## src/rtl/wb_mac_array.sv

```systemverilog
// rtl/wb_mac_array.sv - Wishbone multi-lane multiply-accumulate engine
// Each B write issues a 2-stage MAC across all lanes; DONE fires when COUNT reaches LEN.
module wb_mac_array #(
  parameter int          LANES     = 4,
  parameter int          DATA_W    = 8,
  parameter int          ACC_W     = 32,
  parameter logic [31:0] BASE_ADDR = 32'h3000_0000
) (
  input  logic        wb_clk_i,
  input  logic        wb_rst_i,
  input  logic        wbs_cyc_i,
  input  logic        wbs_stb_i,
  input  logic        wbs_we_i,
  input  logic [3:0]  wbs_sel_i,
  input  logic [31:0] wbs_adr_i,
  input  logic [31:0] wbs_dat_i,
  output logic        wbs_ack_o,
  output logic [31:0] wbs_dat_o,
  output logic [2:0]  irq
);

  localparam int PW = 2 * DATA_W;
  localparam int SW = ACC_W + 2;
  localparam int VW = LANES * DATA_W;

  logic              ctrl_signed, ctrl_sat, ctrl_irq_en;
  logic              done, ovf, irq_q;
  logic [15:0]       len, count;
  logic [31:0]       a_reg, b_reg;
  logic [VW-1:0]     op_a, op_b;
  logic              v0, v1, sgn1;
  logic [PW-1:0]     prod   [LANES];
  logic [PW-1:0]     prod_n [LANES];
  logic [ACC_W-1:0]  acc    [LANES];
  logic [ACC_W-1:0]  res    [LANES];
  logic [LANES-1:0]  lane_ovf;
  logic [31:0]       rd_data, b_merged;
  logic [SW-1:0]     ae, pe, s;
  logic [2:0]        hi;

  function automatic logic [31:0] merge(input logic [31:0] old_v, input logic [31:0] new_v,
                                        input logic [3:0] sel);
    for (int k = 0; k < 4; k++)
      merge[k*8 +: 8] = sel[k] ? new_v[k*8 +: 8] : old_v[k*8 +: 8];
  endfunction

  wire       req   = wbs_cyc_i & wbs_stb_i & ~wbs_ack_o;
  wire       hit   = wbs_adr_i[31:8] == BASE_ADDR[31:8];
  wire [7:0] off   = wbs_adr_i[7:0];
  wire       wr    = req & hit & wbs_we_i;
  wire       issue = wr & (off == 8'h10);
  wire       clear = wr & (off == 8'h00) & wbs_sel_i[0] & wbs_dat_i[0];
  wire       busy  = v0 | v1;

  assign b_merged = merge(b_reg, wbs_dat_i, wbs_sel_i);
  assign irq      = {2'b00, irq_q};

  always_comb begin
    for (int i = 0; i < LANES; i++) begin
      if (ctrl_signed)
        prod_n[i] = $signed({{DATA_W{op_a[i*DATA_W+DATA_W-1]}}, op_a[i*DATA_W +: DATA_W]}) *
                    $signed({{DATA_W{op_b[i*DATA_W+DATA_W-1]}}, op_b[i*DATA_W +: DATA_W]});
      else
        prod_n[i] = {{DATA_W{1'b0}}, op_a[i*DATA_W +: DATA_W]} *
                    {{DATA_W{1'b0}}, op_b[i*DATA_W +: DATA_W]};
    end
  end

  // Sum in ACC_W+2 bits so the true sign/carry survives for overflow and clamping.
  always_comb begin
    ae = '0;
    pe = '0;
    s  = '0;
    hi = '0;
    for (int i = 0; i < LANES; i++) begin
      ae = sgn1 ? {{2{acc[i][ACC_W-1]}}, acc[i]} : {2'b00, acc[i]};
      pe = sgn1 ? {{(SW-PW){prod[i][PW-1]}}, prod[i]} : {{(SW-PW){1'b0}}, prod[i]};
      s  = ae + pe;
      hi = s[SW-1:ACC_W-1];
      res[i] = s[ACC_W-1:0];
      if (sgn1) begin
        lane_ovf[i] = (hi != 3'b000) && (hi != 3'b111);
        if (lane_ovf[i] && ctrl_sat)
          res[i] = s[SW-1] ? {1'b1, {(ACC_W-1){1'b0}}} : {1'b0, {(ACC_W-1){1'b1}}};
      end else begin
        lane_ovf[i] = s[ACC_W];
        if (lane_ovf[i] && ctrl_sat)
          res[i] = '1;
      end
    end
  end

  always_comb begin
    rd_data = '0;
    if (hit) begin
      case (off)
        8'h00:   rd_data = {28'd0, ctrl_irq_en, ctrl_sat, ctrl_signed, 1'b0};
        8'h04:   rd_data = {29'd0, ovf, done, busy};
        8'h08:   rd_data = {16'd0, len};
        8'h0C:   rd_data = a_reg;
        8'h10:   rd_data = b_reg;
        8'h14:   rd_data = {16'd0, count};
        default: begin
          for (int i = 0; i < LANES; i++)
            if (off == 8'(32 + 4 * i)) rd_data = 32'(acc[i]);
        end
      endcase
    end
  end

  always_ff @(posedge wb_clk_i) begin
    if (wb_rst_i) begin
      wbs_ack_o   <= 1'b0;
      wbs_dat_o   <= '0;
      irq_q       <= 1'b0;
      ctrl_signed <= 1'b0;
      ctrl_sat    <= 1'b0;
      ctrl_irq_en <= 1'b0;
      done        <= 1'b0;
      ovf         <= 1'b0;
      len         <= '0;
      count       <= '0;
      a_reg       <= '0;
      b_reg       <= '0;
      op_a        <= '0;
      op_b        <= '0;
      v0          <= 1'b0;
      v1          <= 1'b0;
      sgn1        <= 1'b0;
      for (int i = 0; i < LANES; i++) begin
        prod[i] <= '0;
        acc[i]  <= '0;
      end
    end else begin
      wbs_ack_o <= req;
      wbs_dat_o <= (req & ~wbs_we_i) ? rd_data : 32'd0;
      irq_q     <= done & ctrl_irq_en;

      if (wr && off == 8'h00 && wbs_sel_i[0])
        {ctrl_irq_en, ctrl_sat, ctrl_signed} <= wbs_dat_i[3:1];
      if (wr && off == 8'h08)
        len <= 16'(merge({16'd0, len}, wbs_dat_i, wbs_sel_i));
      if (wr && off == 8'h0C)
        a_reg <= merge(a_reg, wbs_dat_i, wbs_sel_i);
      if (issue) begin
        b_reg <= b_merged;
        op_a  <= a_reg[VW-1:0];
        op_b  <= b_merged[VW-1:0];
      end
      v0 <= issue;

      v1   <= v0;
      sgn1 <= ctrl_signed;
      if (v0)
        for (int i = 0; i < LANES; i++) prod[i] <= prod_n[i];

      // W1C comes before the pipeline update so a same-edge completion still sets the flag.
      if (wr && off == 8'h04 && wbs_sel_i[0]) begin
        if (wbs_dat_i[1]) done <= 1'b0;
        if (wbs_dat_i[2]) ovf  <= 1'b0;
      end
      if (v1) begin
        for (int i = 0; i < LANES; i++) acc[i] <= res[i];
        count <= count + 16'd1;
        if (len != 16'd0 && count + 16'd1 == len) done <= 1'b1;
        if (|lane_ovf) ovf <= 1'b1;
      end

      if (clear) begin
        for (int i = 0; i < LANES; i++) acc[i] <= '0;
        count <= '0;
        done  <= 1'b0;
        ovf   <= 1'b0;
        v0    <= 1'b0;
        v1    <= 1'b0;
      end
    end
  end

endmodule

```

## config.mk

```make
export PLATFORM = sky130hd
export DESIGN_NAME = wb_mac_array
export DESIGN_NICKNAME = d
export VERILOG_FILES = /design/src/rtl/wb_mac_array.sv
export SDC_FILE = /design/constraint.sdc
export NUM_CORES = 2
export LEC_CHECK = 0
export ABC_AREA = 1
export CAP_MARGIN = 10
export CORE_ASPECT_RATIO = 1.5
export CORE_MARGIN = 2
export CORE_UTILIZATION = 40
export CTS_BUF_LIST = sky130_fd_sc_hd__clkbuf_4 sky130_fd_sc_hd__clkbuf_8
export CTS_CLUSTER_DIAMETER = 80
export CTS_CLUSTER_SIZE = 10
export DETAILED_ROUTE_END_ITERATION = 8
export HOLD_SLACK_MARGIN = 0.03
export SETUP_SLACK_MARGIN = 0.3
export SKIP_LAST_GASP = 1
export SLEW_MARGIN = 0
export SYNTH_ARGS = -nofsm -noshare
export SYNTH_HDL_FRONTEND = slang
export SYNTH_SLANG_ARGS = --single-unit
```

## constraint.sdc

```tcl
create_clock -name wb_clk_i -period 9 [get_ports wb_clk_i]
set_input_delay 0.9 -clock wb_clk_i [delete_from_list [all_inputs] [get_ports wb_clk_i]]
set_output_delay 0.9 -clock wb_clk_i [all_outputs]
set_load 0.005 [all_outputs]
```

After elaboration in Yosys (flattened, before gate mapping)
Memory sizes are Yosys's and may differ from the RTL's.
Index checks and enable logic that the tools add are counted.
{"block": "op_classes", "n_mux": 72, "n_reduce_logical": 38, "eq_ne": 15, "add_sub_neg": 5, "n_mul": 8, "bitwise": 27}
{"cell": "2-to-1 mux 32 bit", "n": 28}
{"cell": "2-to-1 mux 34 bit", "n": 8}
{"cell": "one-hot mux 32 bit (6 select lines)", "n": 1}
{"cell": "adder 34 bit", "n": 4}
{"cell": "multiplier 8 x 8 -> 16 bit", "n": 8}
{"cell": "2-to-1 mux 16 bit", "n": 8}
{"cell": "== test 8 x 6 -> 1 bit, second input constant", "n": 4}
{"cell": "2-to-1 mux 8 bit", "n": 4}
{"cell": "== test 24 x 22 -> 1 bit, second input constant", "n": 1}
{"cell": "2-to-1 mux 1 bit", "n": 23}
{"cell": "AND reduction 2 bit", "n": 10}
{"cell": "logical AND 1 bit", "n": 19}
{"cell": "adder 16 x 1 -> 16 bit, second input constant", "n": 1}
{"cell": "== test 16 bit", "n": 1}
{"cell": "== test 8 x 4 -> 1 bit, second input constant", "n": 2}
{"cell": "== test 8 x 5 -> 1 bit, second input constant", "n": 2}
{"cell": "nonzero test 16 bit", "n": 1}
{"cell": "bitwise OR 1 bit", "n": 13}
{"cell": "!= test 3 bit, second input constant", "n": 4}
{"cell": "nonzero test 3 bit", "n": 4}
{"cell": "AND 1 bit", "n": 10}
{"cell": "== test 8 x 3 -> 1 bit, second input constant", "n": 1}
{"cell": "logical NOT 8 bit", "n": 1}
{"cell": "NOT 1 bit", "n": 4}
{"cell": "other kinds (3)", "n": 3}
{"block": "totals", "output_inout_bits": 36, "register_bits": 170, "word_cells": 190, "ramBits": 192, "memories": 2}
{"name": "acc", "depth": 4, "width": 32, "rd": 4, "rd_clocked_by_memory_dff": 0, "wr": 4, "line": "34", "source": "logic [ACC_W-1:0] acc [LANES];"}
{"name": "prod", "depth": 4, "width": 16, "rd": 4, "rd_clocked_by_memory_dff": 0, "wr": 4, "line": "32", "source": "logic [PW-1:0] prod [LANES];"}

Depth between registers and ports, before layout
{"block": "logic_depth", "ltp_word": 11, "mapped_depth": 26, "depth_no_buf": 25}

Least setup slack after synthesis
No wires, ideal clock.
{"block": "synth_timing", "path_type": "register to register", "from": "register op_b[26]", "to": "memory prod[3][15] (netlist bit) (data pin)", "arrival_ps": 4175, "path_stages_with_launch": 22, "n_path_buf": 1, "synth_period_minus_slack_ps": 4445, "slack_ps": 4555, "path_cell_list": "dfxtp_1 -> clkbuf_1 -> nand2_1 -> inv_1 -> fa_1 -> inv_1 -> fa_1 -> inv_1 -> fa_1 -> inv_1 -> fa_1 -> inv_1 -> ha_1 -> nand2_1 -> o21ai_0 -> a31oi_1 -> o21ai_0 -> a21oi_1 -> o21bai_1 -> a21oi_1 -> o21ai_0 -> a21oi_1"}
{"item": "from (decl)", "line": "30", "source": "logic [VW-1:0] op_a, op_b;"}
{"item": "from (signal assigned)", "line": "148", "source": "op_b <= b_merged[VW-1:0];"}
{"item": "to (decl)", "line": "32"}

==> reports/results.txt <==
metal3 WL - 7.22 mm
worst hold path stage count - 2
Setup Skew - 60.4 ps
# Post-CTS Setup Buffers - 0
maximum VDD drop - 0.0858 mV
setup violators final - 0
Max-Cap Viols - 0
Die Y - 396 microns
R2R setup slack - 3860 ps
Skew-Pair Late Insertion Delay - 700 ps
Slew headroom - 28.8%
Post-Syn Instances - 5603
hold wc startpoint - ctrl_irq_en
total I/O pin count - 109
Worst Hold End - ctrl_irq_en
Syn-to-layout area delta - 7.51%
Port Buffer Count - 106
fraction of layout cells with a size suffix above 1 - 3.87%
RSZ-0062 raised after global routing - no
global-route wire length before repair - 211 mm
DR WL/cell - 19.9 microns
DRT antenna net count - 0
max reg flops - 128
reg-to-reg startpoint - op_b[15]
DR WL met2 - 70.5 mm
initial DRC count - 2513
ys flop type - dfxtp_1
GP Congestion - 1.01
core area - 101000 sq um
FF-to-FF path depth - 18
Tightest Pin Transition - 1070 ps
count of final hold-check violations - 0
Worst setup SP type - flop
final-stage net count - 6380
M1 WL - 51.2 mm
Fillers - 10600
First-pass DRT Iterations - 6
CP arrival - 5650 ps
asr flop ratio synth - 0%
fin crit period - 5140 ps
outcome - completed
Pwr Total - 3370 uW
largest net degree at the start of global routing - 98
CTS Hold Bufs - 0
Remaining DRCs - 0
Post-Route WL - 138 mm
Synth Cell Area - 40900 sq um
site row count - 143
htree depth - 2
critical setup path kind - flop to flop
CTS max path bufs - 3
PD cells - 76.8 nW/um^2
Initial Util - 40.4%
HPWL after DPL - 112 mm
Via density - 5.26
Max FO, Critical Path - 12
Max Clock Freq - 0.195 GHz
die width - 265 microns
Final Slew Violations - 0
post-synth cell types - 63
critical path capture point type - flop
DR vias - 36500
number of CTS-inserted buffers - 46
Clock transition at path regs - 80 ps
total grt overflow - 0
Root Buffer - clkbuf_8
number of flops mapped to enable cells by yosys - 128
sequential area share after synthesis - 20.9%
Fin Setup TNS - 0 ps
biggest regs - acc: 128 flops, prod: 64 flops
R2R Path End - prod[1][15]
Largest Register - acc
initial antenna violation count - 10
syn avg cell area - 7.30 sq um
number of global-route vias before repair - 37100
register bit count reported by yosys - 362
CTS-repair resized insts - 0
Hold Crit Class - flop to flop
GRT Util Overall - 26.2%
Leak - 0.0222 uW
Die Area - 105000 sq um
CTS tree - built
yosys warns - 0
period utilization - 57.1%
Req. time, crit path - 9510 ps
top sig layer - met5
# clock sinks - 362
-- worst max-delay path, cell delays in order, from the launching register on --
cell	delay, ps
dfxtp_1	690
clkinv_1	430
fa_1	520
inv_1	90
fa_1	410
fa_1	540
inv_1	50
fa_1	480
inv_1	40
ha_1	330
a21oi_1	180
o21ai_0	90
a21oi_1	250
o21ai_0	190
a21o_1	180
a21oi_1	140
xnor2_1	130
nand2_1	70
a21oi_1	150
-- power breakdown --
part | internal [uW] | switching, uW | leakage, uW | total, uW
registers | 1710 | 21.9 | 0.00322 | 1730
clock network | 708 | 714 | 0.000515 | 1420
logic | 80.3 | 142 | 0.0184 | 222
-- metal layers --
metal,global-route usage [%],vias up
met5,0,-
met4,15.0,8
met3,2.94,321
met2,48.4,1084
met1,28.9,17300
li1,-,17800
-- placed cells by master, fill, tap and decap left out, drive strengths merged, types with 5 or more instances in the layout --
master and instances:
nand2 1220, inv 1131, a21oi 505, nor2 417, ha 365, fa 344
o21ai 276, nand3 254, dfxtp 234, edfxtp 128, xor2 112, clkdlybuf4s50 105
xnor2 82, a211oi 70, clkbuf 65, nor3 42, nand4 30, o22ai 29
buf 28, a31oi 21, a311oi 20, o21bai 16, a21o 15, a221oi 14
nor4 14, or2 13, o211ai 11, nand3b 10, o2111ai 9, clkinv 8
diode 5, o21a 5, o31ai 5, bufinv 5
-- cell type report --
cell class                      instances  area, sq um  share of cell area [%]
Sequential cell                       362         8530                    19.4
Tap cell                             1305         1630                    3.72
Clock buffer                           65          788                    1.79
Clock inverter                         11          190                   0.433
Timing Repair Buffer                  133         1260                    2.86
Multi-Input combinational cell       3921        27300                    62.1
Antenna cell                            5         12.5                  0.0285
Inverter                             1134         4260                    9.69
-- synthesized netlist by cell type (11+ instances only) --
cell type,n,share of area (%)
nor3_1,37,0.45
a21o_1,15,0.28
buf_2,16,0.20
a21oi_1,495,6.1
buf_6,12,0.33
nand2_1,1191,11
dfxtp_1,234,11
a221oi_1,14,0.30
nand2_2,27,0.41
inv_2,11,0.10
xor2_1,111,2.4
o21ai_1,21,0.26
o21bai_1,16,0.29
a31oi_1,21,0.32
fa_1,344,17
edfxtp_1,128,9.4
nand3_1,247,3.0
o22ai_1,29,0.44
nor2_1,401,3.7
nand4_1,27,0.41
inv_1,1116,10
clkbuf_1,137,1.3
ha_1,365,11
xnor2_1,82,1.8
a311oi_1,20,0.43
or2_2,11,0.17
buf_4,11,0.20
nor4_1,13,0.20
o21ai_0,252,3.1
a211oi_1,70,1.3
-- through the flow --
step	worst slack (ps)	instance area (sq um)	std cells	util (%)	hold WS, ps
2_1_floorplan	4550	40900	5604	-	423
5_1_grt	3500	43900	6932	43.4	504
4_1_cts	3900	43900	6931	43.4	475
6_report	3860	44000	6936	43.4	480
3_3_place_gp	3740	43000	6855	42.4	461
3_5_place_dp	3750	43000	6855	42.4	464
-- worst max path at each step --
stage	from	endpoint	slack (ps)	depth (start not counted)
2_1_floorplan	op_b[26]	prod[3][15]	4550	21
3_3_place_gp	wbs_adr_i[1]	op_b[23]	3740	13
3_5_place_dp	wbs_adr_i[1]	op_b[23]	3750	13
4_1_cts	op_b[15]	prod[1][15]	3900	18
5_1_grt	op_b[15]	prod[1][15]	3500	20
6_report	op_b[15]	prod[1][15]	3860	18
-- kinds of logic after synthesis --
kind of cell / synth area share (%)
buffers and inverters: 12.5
adders and majority gates: 28.0
AOI/OAI and AO/OA: 13.8
other: 0.00917
and+or+nand+nor: 20.5
xor gates and xnor gates: 4.20
DFF: 20.9
Note: power is estimated with default switching activity, not from simulation.
